[config.mk]
export PLATFORM = sky130hd
export DESIGN_NAME = bin_to_bcd_seq_flat
export DESIGN_NICKNAME = d
export VERILOG_FILES = /design/src/rtl/bin_to_bcd_seq_if.sv /design/src/rtl/bin_to_bcd_seq.sv /design/src/flat_wrapper.sv
export SDC_FILE = /design/constraint.sdc
export NUM_CORES = 1
export LEC_CHECK = 0
export BUFFER_PORTS_ARGS = -buffer_cell sky130_fd_sc_hd__buf_4
export CAP_MARGIN = 0
export CORE_ASPECT_RATIO = 1.4
export CORE_MARGIN = 2
export CORE_UTILIZATION = 40
export DETAILED_ROUTE_END_ITERATION = 8
export HOLD_SLACK_MARGIN = 0.02
export PLACE_DENSITY = 0.59
export SYNTH_ARGS = -nofsm -noshare
export SYNTH_HDL_FRONTEND = slang
export SYNTH_SLANG_ARGS = --single-unit
[constraint.sdc]
create_clock -name clk -period 1.68 [get_ports clk]
set_clock_uncertainty 0.2 [all_clocks]
set_input_delay 0.252 -clock clk [delete_from_list [all_inputs] [get_ports clk]]
set_output_delay 0.252 -clock clk [all_outputs]
set_load 0.02 [all_outputs]
[src/rtl/bin_to_bcd_seq_if.sv]
// Handshake and result bus between the display write register and bin_to_bcd_seq.
// master = upstream producer/display side, slave = the converter.
interface bin_to_bcd_seq_if #(
  parameter int unsigned IN_WIDTH   = 32,
  parameter int unsigned OUT_DIGITS = 8
);
  logic                    in_valid;
  logic                    in_ready;
  logic [IN_WIDTH-1:0]     bin_in;
  logic                    busy;
  logic                    done;
  logic [4*OUT_DIGITS-1:0] bcd_out;
  logic                    overflow;

  modport master (
    output in_valid, bin_in,
    input  in_ready, busy, done, bcd_out, overflow
  );

  modport slave (
    input  in_valid, bin_in,
    output in_ready, busy, done, bcd_out, overflow
  );
endinterface

[src/rtl/bin_to_bcd_seq.sv]
// Sequential shift-add-3 binary to packed BCD converter, one input bit per clock.
// Optional macro SATURATE_DISPLAY_EN: on overflow, bcd_out shows all 9s instead of value mod 10^N.
module bin_to_bcd_seq #(
  parameter int unsigned IN_WIDTH   = 32,
  parameter int unsigned BCD_DIGITS = 10,
  parameter int unsigned OUT_DIGITS = 8
) (
  input logic              clk,
  input logic              reset,
  bin_to_bcd_seq_if.slave  bus
);

  localparam int unsigned AccW = 4 * BCD_DIGITS;
  localparam int unsigned OutW = 4 * OUT_DIGITS;
  localparam int unsigned CntW = (IN_WIDTH > 1) ? $clog2(IN_WIDTH) : 1;
  localparam logic [CntW-1:0] LastCnt = CntW'(IN_WIDTH - 1);

  typedef enum logic [1:0] {StIdle, StShift, StDone} state_e;

  state_e              state_q, state_d;
  logic [CntW-1:0]     cnt_q, cnt_d;
  logic [IN_WIDTH-1:0] sr_q, sr_d;
  logic [AccW-1:0]     acc_q, acc_d, acc_adj;
  logic [OutW-1:0]     bcd_q, bcd_d;
  logic                ovf_q, ovf_d;
  logic                done_q, done_d;
  logic                in_ready, busy, accept, ovf_now;

  assign accept = bus.in_valid && in_ready;

  // State register
  always_ff @(posedge clk) begin
    if (reset) state_q <= StIdle;
    else       state_q <= state_d;
  end

  // Next-state logic
  always_comb begin
    state_d = state_q;
    unique case (state_q)
      StIdle:  if (accept) state_d = StShift;
      StShift: if (cnt_q == LastCnt) state_d = StDone;
      StDone:  state_d = StIdle;
      default: state_d = StIdle;
    endcase
  end

  // FSM outputs
  always_comb begin
    in_ready = (state_q == StIdle);
    busy     = (state_q != StIdle);
  end

  // Add 3 to every digit >= 5, all digits in parallel with no inter-digit carry
  always_comb begin
    acc_adj = acc_q;
    for (int unsigned i = 0; i < BCD_DIGITS; i++) begin
      if (acc_q[4*i +: 4] >= 4'd5) acc_adj[4*i +: 4] = acc_q[4*i +: 4] + 4'd3;
    end
  end

  assign ovf_now = |(acc_q >> OutW);

  always_comb begin
    cnt_d  = cnt_q;
    sr_d   = sr_q;
    acc_d  = acc_q;
    bcd_d  = bcd_q;
    ovf_d  = ovf_q;
    done_d = 1'b0;
    unique case (state_q)
      StIdle: begin
        if (accept) begin
          sr_d  = bus.bin_in;
          acc_d = '0;
          cnt_d = '0;
        end
      end
      StShift: begin
        {acc_d, sr_d} = {acc_adj, sr_q} << 1;
        cnt_d         = cnt_q + 1'b1;
      end
      StDone: begin
`ifdef SATURATE_DISPLAY_EN
        bcd_d = ovf_now ? {OUT_DIGITS{4'h9}} : acc_q[OutW-1:0];
`else
        bcd_d = acc_q[OutW-1:0];
`endif
        ovf_d  = ovf_now;
        done_d = 1'b1;
      end
      default: ;
    endcase
  end

  always_ff @(posedge clk) begin
    if (reset) begin
      cnt_q  <= '0;
      sr_q   <= '0;
      acc_q  <= '0;
      bcd_q  <= '0;
      ovf_q  <= 1'b0;
      done_q <= 1'b0;
    end else begin
      cnt_q  <= cnt_d;
      sr_q   <= sr_d;
      acc_q  <= acc_d;
      bcd_q  <= bcd_d;
      ovf_q  <= ovf_d;
      done_q <= done_d;
    end
  end

  assign bus.in_ready = in_ready;
  assign bus.busy     = busy;
  assign bus.done     = done_q;
  assign bus.bcd_out  = bcd_q;
  assign bus.overflow = ovf_q;

endmodule
[src/flat_wrapper.sv]
// flat-port wrapper written by rule: the top's interface ports become plain ports
module bin_to_bcd_seq_flat 
#(
  parameter int unsigned IN_WIDTH   = 32,
  parameter int unsigned BCD_DIGITS = 10,
  parameter int unsigned OUT_DIGITS = 8
)
  (clk, reset, bus_in_valid, bus_bin_in, bus_in_ready, bus_busy, bus_done, bus_bcd_out, bus_overflow);
  bin_to_bcd_seq_if #(.IN_WIDTH(IN_WIDTH), .OUT_DIGITS(OUT_DIGITS)) bus_i ();
  input logic clk;
  input logic reset;
  input wire logic [$bits(bus_i.in_valid)-1:0] bus_in_valid;
  input wire logic [$bits(bus_i.bin_in)-1:0] bus_bin_in;
  output wire logic [$bits(bus_i.in_ready)-1:0] bus_in_ready;
  output wire logic [$bits(bus_i.busy)-1:0] bus_busy;
  output wire logic [$bits(bus_i.done)-1:0] bus_done;
  output wire logic [$bits(bus_i.bcd_out)-1:0] bus_bcd_out;
  output wire logic [$bits(bus_i.overflow)-1:0] bus_overflow;
  assign bus_i.in_valid = bus_in_valid;
  assign bus_i.bin_in = bus_bin_in;
  assign bus_in_ready = bus_i.in_ready;
  assign bus_busy = bus_i.busy;
  assign bus_done = bus_i.done;
  assign bus_bcd_out = bus_i.bcd_out;
  assign bus_overflow = bus_i.overflow;
  bin_to_bcd_seq #(.IN_WIDTH(IN_WIDTH), .BCD_DIGITS(BCD_DIGITS), .OUT_DIGITS(OUT_DIGITS)) u_core (.clk(clk), .reset(reset), .bus(bus_i));
endmodule
==> results.yml, run 1 <==
timing:
  report.final.slew_viol_count: 0
  setup_viol: 2
  setup_tns_ns: -0.0491
  min_period_over_period: 1.02
  rsz0062_at_grt: "true"
  min_period_ns: 1.72
  slew_headroom: 0.810
  hold_violations: 0
  max_freq_ghz: 0.582
  layout_setup_ws_ns: -0.0378
  tightest_slew_ns: 0.284
min_path:
  hp-start: "bus_bin_in[19]"
  min_delay_path_depth: 4
  hold_end: "u_core.sr_q[19]$_SDFFE_PP0P_"
  hold_path.class: "primary input to flip-flop"
place:
  dp.cells: 906
  numPortBuffers: 70
  gp_congestion: 0.837
  dp_hpwl_um: 8390
logic_synthesis:
  synth_compound_area_frac: 0.242
  syn_nets: 722
  synth_xor_xnor_area_share: 0.0303
  syn-instance-count: 663
  yosys_warnings: 0
  ys_types: 34
  synth-simple-area-share: 0.175
  synth_area_um2: 5490
  ys_seq_elements: 113
  synthAdderAreaFrac: 0.0547
  synth_top_family_by_area: "compound AO/OA/AOI/OAI gates"
  synth_area_per_cell_um2: 8.27
  synth_mux_area_frac: 0.0182
  ys_seq_area_frac: 0.412
cells_and_area:
  final_nets: 807
  num_antenna_cells: 0
  fillCellCount: 1290
  instances_no_fill: 942
  multi_input_area_um2: 2970
  syn2layout_area_growth_pct: 31.5
  final_layout_size_suffix_gt1_frac: 0.264
  ff_latch_area_um2: 2270
route:
  vias: 4803
  first_pass_iters: 4
  drc_errors: 0
  antenna_left: 0
  vias_per_cell: 5.10
  drt_iter0_markers: 222
  wl_um: 13100
  avgRoutedWirePerCell_um: 13.9
setup_path:
  crit_chain: "buf_8 -> or2_4 -> inv_2 -> buf_6"
  timing.rr.start: "u_core.state_q[1]$_SDFFE_PP0P_"
  critPathMaxFanout: 2
  r2r_cells: 4
  worstPathRequired_ns: 1.23
  arrival_ns: 1.27
  crit_slowest_cell: "dfxtp_4"
  max_stage_delay_ns: 0.35
  crit_type: "flip-flop to output pin"
  r2r_setup_slack_ns: 0.02
  cp-end-kind: "output pin"
  r2r_end: "u_core.sr_q[2]$_SDFFE_PP0P_"
  setup.worst_path.start_class: "flip-flop"
clock_network:
  cts_tree: "done"
  clk_path_buf_depth: 2
  clock_sinks: 113
  insertion_delay_ns: 0.40
  clockRootBuffer: "clkbuf_16"
  clkTransAtPathRegs_ns: 0.06
  numCtsBuffers: 17
  htree_levels: 4
pwr:
  power.leakage_nw: 2.94
  ir_worst_vdd_mv: 0.560
  p_per_area_nw_per_um2: 944
  p_total_mw: 6.81
floorplanning:
  dieArea_um2: 14700
  initial_utilization: 0.410
  rows: 50
  die_height_um: 143
  core-area_um2: 13400
  die_w_um: 103
  ios: 71
global_routing:
  overflow: 0
  track_usage: 0.183
  grt_antenna_before_repair: 0
  grt_max_degree: 36
  grt_pass1_vias: 4785
  grt_pass1_wl_um: 21700
run_status:
  status: "complete, but fails checks"
  violations: "negative setup slack"
run:
  max_cap_violations: 0
[final cells by class]
class,count,area share
Timing Repair Buffer,114,0.145
Clock buffer,20,0.0619
Tap cell,182,0.0316
Clock inverter,11,0.0160
Multi-Input combinational cell,465,0.411
Sequential cell,113,0.315
Inverter,37,0.0192
[through the flow]
step	util	hold slack (ns)	instance area, µm²	worst slack [ns]
floorplan	-	0.249	5490	0.0339
global placement	0.482	0.243	6450	0.0708
detailed placement	0.482	0.248	6450	-0.0431
CTS	0.528	0.0779	7070	-0.0774
global route	0.539	0.0973	7220	-0.0752
finish	0.539	0.0903	7220	-0.0378
[registers in the layout, summed over array words and instances (netlist names)]
register and count:
u_core.bus.done 1, u_core.state_q 2, u_core.bus.bcd_out 32, u_core.bus.overflow 1, u_core.sr_q 32, u_core.acc_q 40
u_core.cnt_q 5
[worst max path at each step]
stage,end,startpoint,depth (start not counted),slack (ns)
finish,bus_in_ready,u_core.state_q[1]$_SDFFE_PP0P_,4,-0.04
global route,bus_in_ready,u_core.state_q[1]$_SDFFE_PP0P_,4,-0.08
CTS,bus_in_ready,u_core.state_q[1]$_SDFFE_PP0P_,4,-0.08
detailed placement,u_core.acc_q[34]$_SDFFE_PP0P_,u_core.acc_q[33]$_SDFFE_PP0P_,6,-0.04
global placement,u_core.acc_q[34]$_SDFFE_PP0P_,u_core.acc_q[33]$_SDFFE_PP0P_,6,0.07
floorplan,bus_in_ready,u_core.state_q[0]$_SDFFE_PP0P_,4,0.03
[power by group]
group          internal, mW  total (mW)  switching (mW)
clock                  2.20        3.44            1.25
sequential             2.76        2.81          0.0543
combinational         0.260       0.560           0.300
total                  5.21        6.81            1.60
[synthesized netlist by cell type, drive strengths merged]
cell type	number	area (µm²)
clkbuf	22	82.6
nor2b	17	106
and2b	1	7.51
inv	37	139
nor4	1	6.26
or3	1	6.26
nand3b	2	15.0
nand4	1	6.26
mux2i	10	100
o21ai	21	105
buf	26	145
nor3	10	50.1
xor2	9	78.8
and3	1	6.26
a2111oi	15	225
and2	1	6.26
a31oi	1	6.26
dfxtp	113	2260
or2	1	6.26
nand2	65	244
a22oi	3	22.5
xnor2	10	87.6
nand3	12	60.1
ha	24	300
o21bai	1	11.3
nand2b	13	81.3
a22o	29	254
a211oi	1	7.51
nor2	96	360
a21oi	103	515
o221a	16	180
[what timing repair did]
action	in CTS	in global routing
hold buffers	1	0
resized for setup	10	24
gates cloned	0	2
setup buffers	2	0
pin swaps	2	7
setup endpoints to repair	6	42
endpoints found under the hold margin	4	0
[kinds of logic (layout without fill, tap and decap cells)]
logic type      after synthesis  count (layout)
flops                       113             113
simple gates                222             222
mux                          10              10
compound gates              190             190
buf+inv                      85             182
fa+ha+maj                    24              24
xor+xnor                     19              19
[critical path, delay by kind of cell, from the launching register on]
family                 cells  cell delay (ns)
DFF                        1             0.35
and+or+nand+nor            1             0.24
buffers and inverters      3             0.27
[routing by layer]
layer | GRT usage | share of wire | vias up
met2 | 0.313 | 0.50 | 87
met4 | 0.0658 | 0.0076 | 0
met5 | 0 | 0 | -
met3 | 0.0359 | 0.026 | 7
li1 | - | - | 2447
met1 | 0.227 | 0.47 | 2262
[placed cells by master (no fill, tap or decap), types with 2 or more instances in the layout]
master and instances:
a22o_1 29, clkinvlp_4 4, dfxtp_2 3, buf_6 3, nand2_1 65, o221a_2 16, a21oi_4 2, nand3_1 12
xor2_1 9, nand2b_4 3, a21oi_1 93, inv_2 3, nor2_1 95, clkbuf_1 2, clkinv_2 5, o21ai_0 21
nand2b_1 10, inv_1 34, bufinv_16 2, dfxtp_1 109, a21oi_2 8, xnor2_1 10, a2111oi_2 14, buf_4 96
mux2i_1 10, a22oi_1 3, clkbuf_16 19, nand3b_1 2, nor2b_1 15, nor3_1 9, buf_12 11, ha_1 23
No activity file was read; power rests on OpenSTA's default activity.
==> run 2, diff against run 1 <==
--- a/config.mk
+++ b/config.mk
@@ -13,6 +13,7 @@
 export DETAILED_ROUTE_END_ITERATION = 8
 export HOLD_SLACK_MARGIN = 0.02
 export PLACE_DENSITY = 0.59
+export RECOVER_POWER = 25
 export SYNTH_ARGS = -nofsm -noshare
 export SYNTH_HDL_FRONTEND = slang
 export SYNTH_SLANG_ARGS = --single-unit
==> run 2 against run 1 <==
  * The run still ends with negative setup slack left
  * Combinational power about the same
  * Via count grew 0.27%
  * Worst hold slack improved by 0.0011 ns
  * Critical endpoint unchanged
  * Highest routed layer unchanged
==> results.yml, run 2 (synthesized netlist as in run 1, its figures left out) <==
run_status:
  status: "complete, but fails checks"
  violations: "negative setup slack"
setup_path:
  critPathMaxFanout: 2
  r2r_cells: 4
  arrival_ns: 1.27
  worstPathRequired_ns: 1.23
  cp-end-kind: "output pin"
  setup.worst_path.start_class: "flip-flop"
  crit_type: "flip-flop to output pin"
  timing.rr.start: "u_core.state_q[1]$_SDFFE_PP0P_"
  startpoint: "u_core.state_q[1]$_SDFFE_PP0P_"
cells_and_area:
  fin_area_um2: 7090
  top_register: "u_core.acc_q"
  largest_register_ffs: 40
  final_nets: 807
  num_antenna_cells: 0
  final_common_cell: "dfxtp_1"
  syn2layout_area_growth_pct: 29.3
  final_cell_mix: "dfxtp_1, nor2_1, a21oi_1"
  final_layout_size_suffix_gt1_frac: 0.222
route:
  antenna_left: 0
  avgRoutedWirePerCell_um: 14.0
  wl_um: 13200
  maxUsedRoutingLayer: "met4"
  drt_iter0_markers: 235
  drc_errors: 0
  vias_per_cell: 5.11
  wl_met1_um: 6190
  met3RoutedLength_um: 395
  vias: 4816
  met2_length_um: 6510
  first_pass_iters: 4
min_path:
  hold_path.class: "primary input to flip-flop"
  min_delay_path_depth: 4
  hp-start: "bus_bin_in[19]"
timing:
  slew_headroom: 0.681
  hold_violations: 0
  min_period_over_period: 1.02
  report.final.slew_viol_count: 0
  rsz0062_at_grt: "true"
  min_period_ns: 1.72
  layout_setup_ws_ns: -0.0405
  setup_viol: 2
  max_freq_ghz: 0.581
  tightest_slew_ns: 0.478
floorplanning:
  rows: 50
  die_w_um: 103
  die_height_um: 143
  ios: 71
  core-area_um2: 13400
  initial_utilization: 0.410
  dieArea_um2: 14700
place:
  postPlaceCellArea_um2: 6450
  gp_congestion: 0.837
  dp_hpwl_um: 8390
  numPortBuffers: 70
  pre_cts_slack_ns: -0.0431
global_routing:
  track_usage: 0.183
  grt_pass1_vias: 4785
  grt_pass1_wl_um: 21700
  grt_max_degree: 36
  overflow: 0
  grt_antenna_before_repair: 0
clock_network:
  insertion_delay_ns: 0.40
  htree_levels: 4
  clkTransAtPathRegs_ns: 0.05
  numCtsBuffers: 17
  clock_sinks: 113
  clockRootBuffer: "clkbuf_16"
  clk_path_buf_depth: 2
  cts_tree: "done"
pwr:
  power.leakage_nw: 2.80
  p_total_mw: 6.81
  p_per_area_nw_per_um2: 960
  ir_worst_vdd_mv: 0.561
run:
  max_cap_violations: 0
[run 2: cell count changes in the layout (fill, tap and decap cells not counted), sizes merged]
cell,previous run,this run
buf,111,78
clkbuf,22,55
[run 2: routing by layer]
layer | global-route usage | up-vias
met4 | 0.0658 | 0
met3 | 0.0359 | 9
met1 | 0.227 | 2262
li1 | - | 2446
met2 | 0.313 | 99
met5 | 0 | -
[run 2: path summary, 6_finish.rpt]
path	endpoint	slack, ns
max	bus_in_ready	-0.04
min	u_core.sr_q[19]$_SDFFE_PP0P_	0.09
max reg2reg	u_core.sr_q[2]$_SDFFE_PP0P_	0.02
min reg2reg	u_core.bus.bcd_out[20]$_SDFFE_PP0P_	0.25
[run 2: worst max-delay path, cell delays in order, from the launching register on]
cell and delay [ns]:
dfxtp_4 0.35, buf_8 0.11, or2_4 0.24, inv_2 0.06, buf_6 0.10
[run 2: power by group]
part / internal (mW) / switching [mW]
combinational: 0.259 / 0.300
clock: 2.20 / 1.24
sequential: 2.76 / 0.0547
total: 5.21 / 1.60
[run 2: timing repair]
item,4_1_cts,5_1_grt
endpoints found under the hold margin,4,0
endpoints found under the setup margin,6,42
setup buffers,2,0
hold buffers,1,0
pin swaps,2,7
gates resized for setup,10,24
gates cloned,0,2
[run 2: final cells by class]
type,count,area (µm²)
clock buffers,20,447
clock inverters,11,115
inverters,37,139
fillers,1322,6290
flip-flops and latches,113,2270
multi-input cells,465,2970
repair buffers,114,927
well taps,182,228
[run 2: per-stage QoR]
stage / hold slack, ns / std cells / setup TNS (ns) / util
after detailed placement: 0.248 / 906 / -0.0860 / 0.482
after global routing: 0.0973 / 942 / -0.644 / 0.530
after CTS: 0.0779 / 940 / -0.130 / 0.528
after global placement: 0.243 / 906 / 0 / 0.482
after floorplan: 0.249 / 663 / 0 / -
final: 0.0914 / 942 / -0.0546 / 0.530
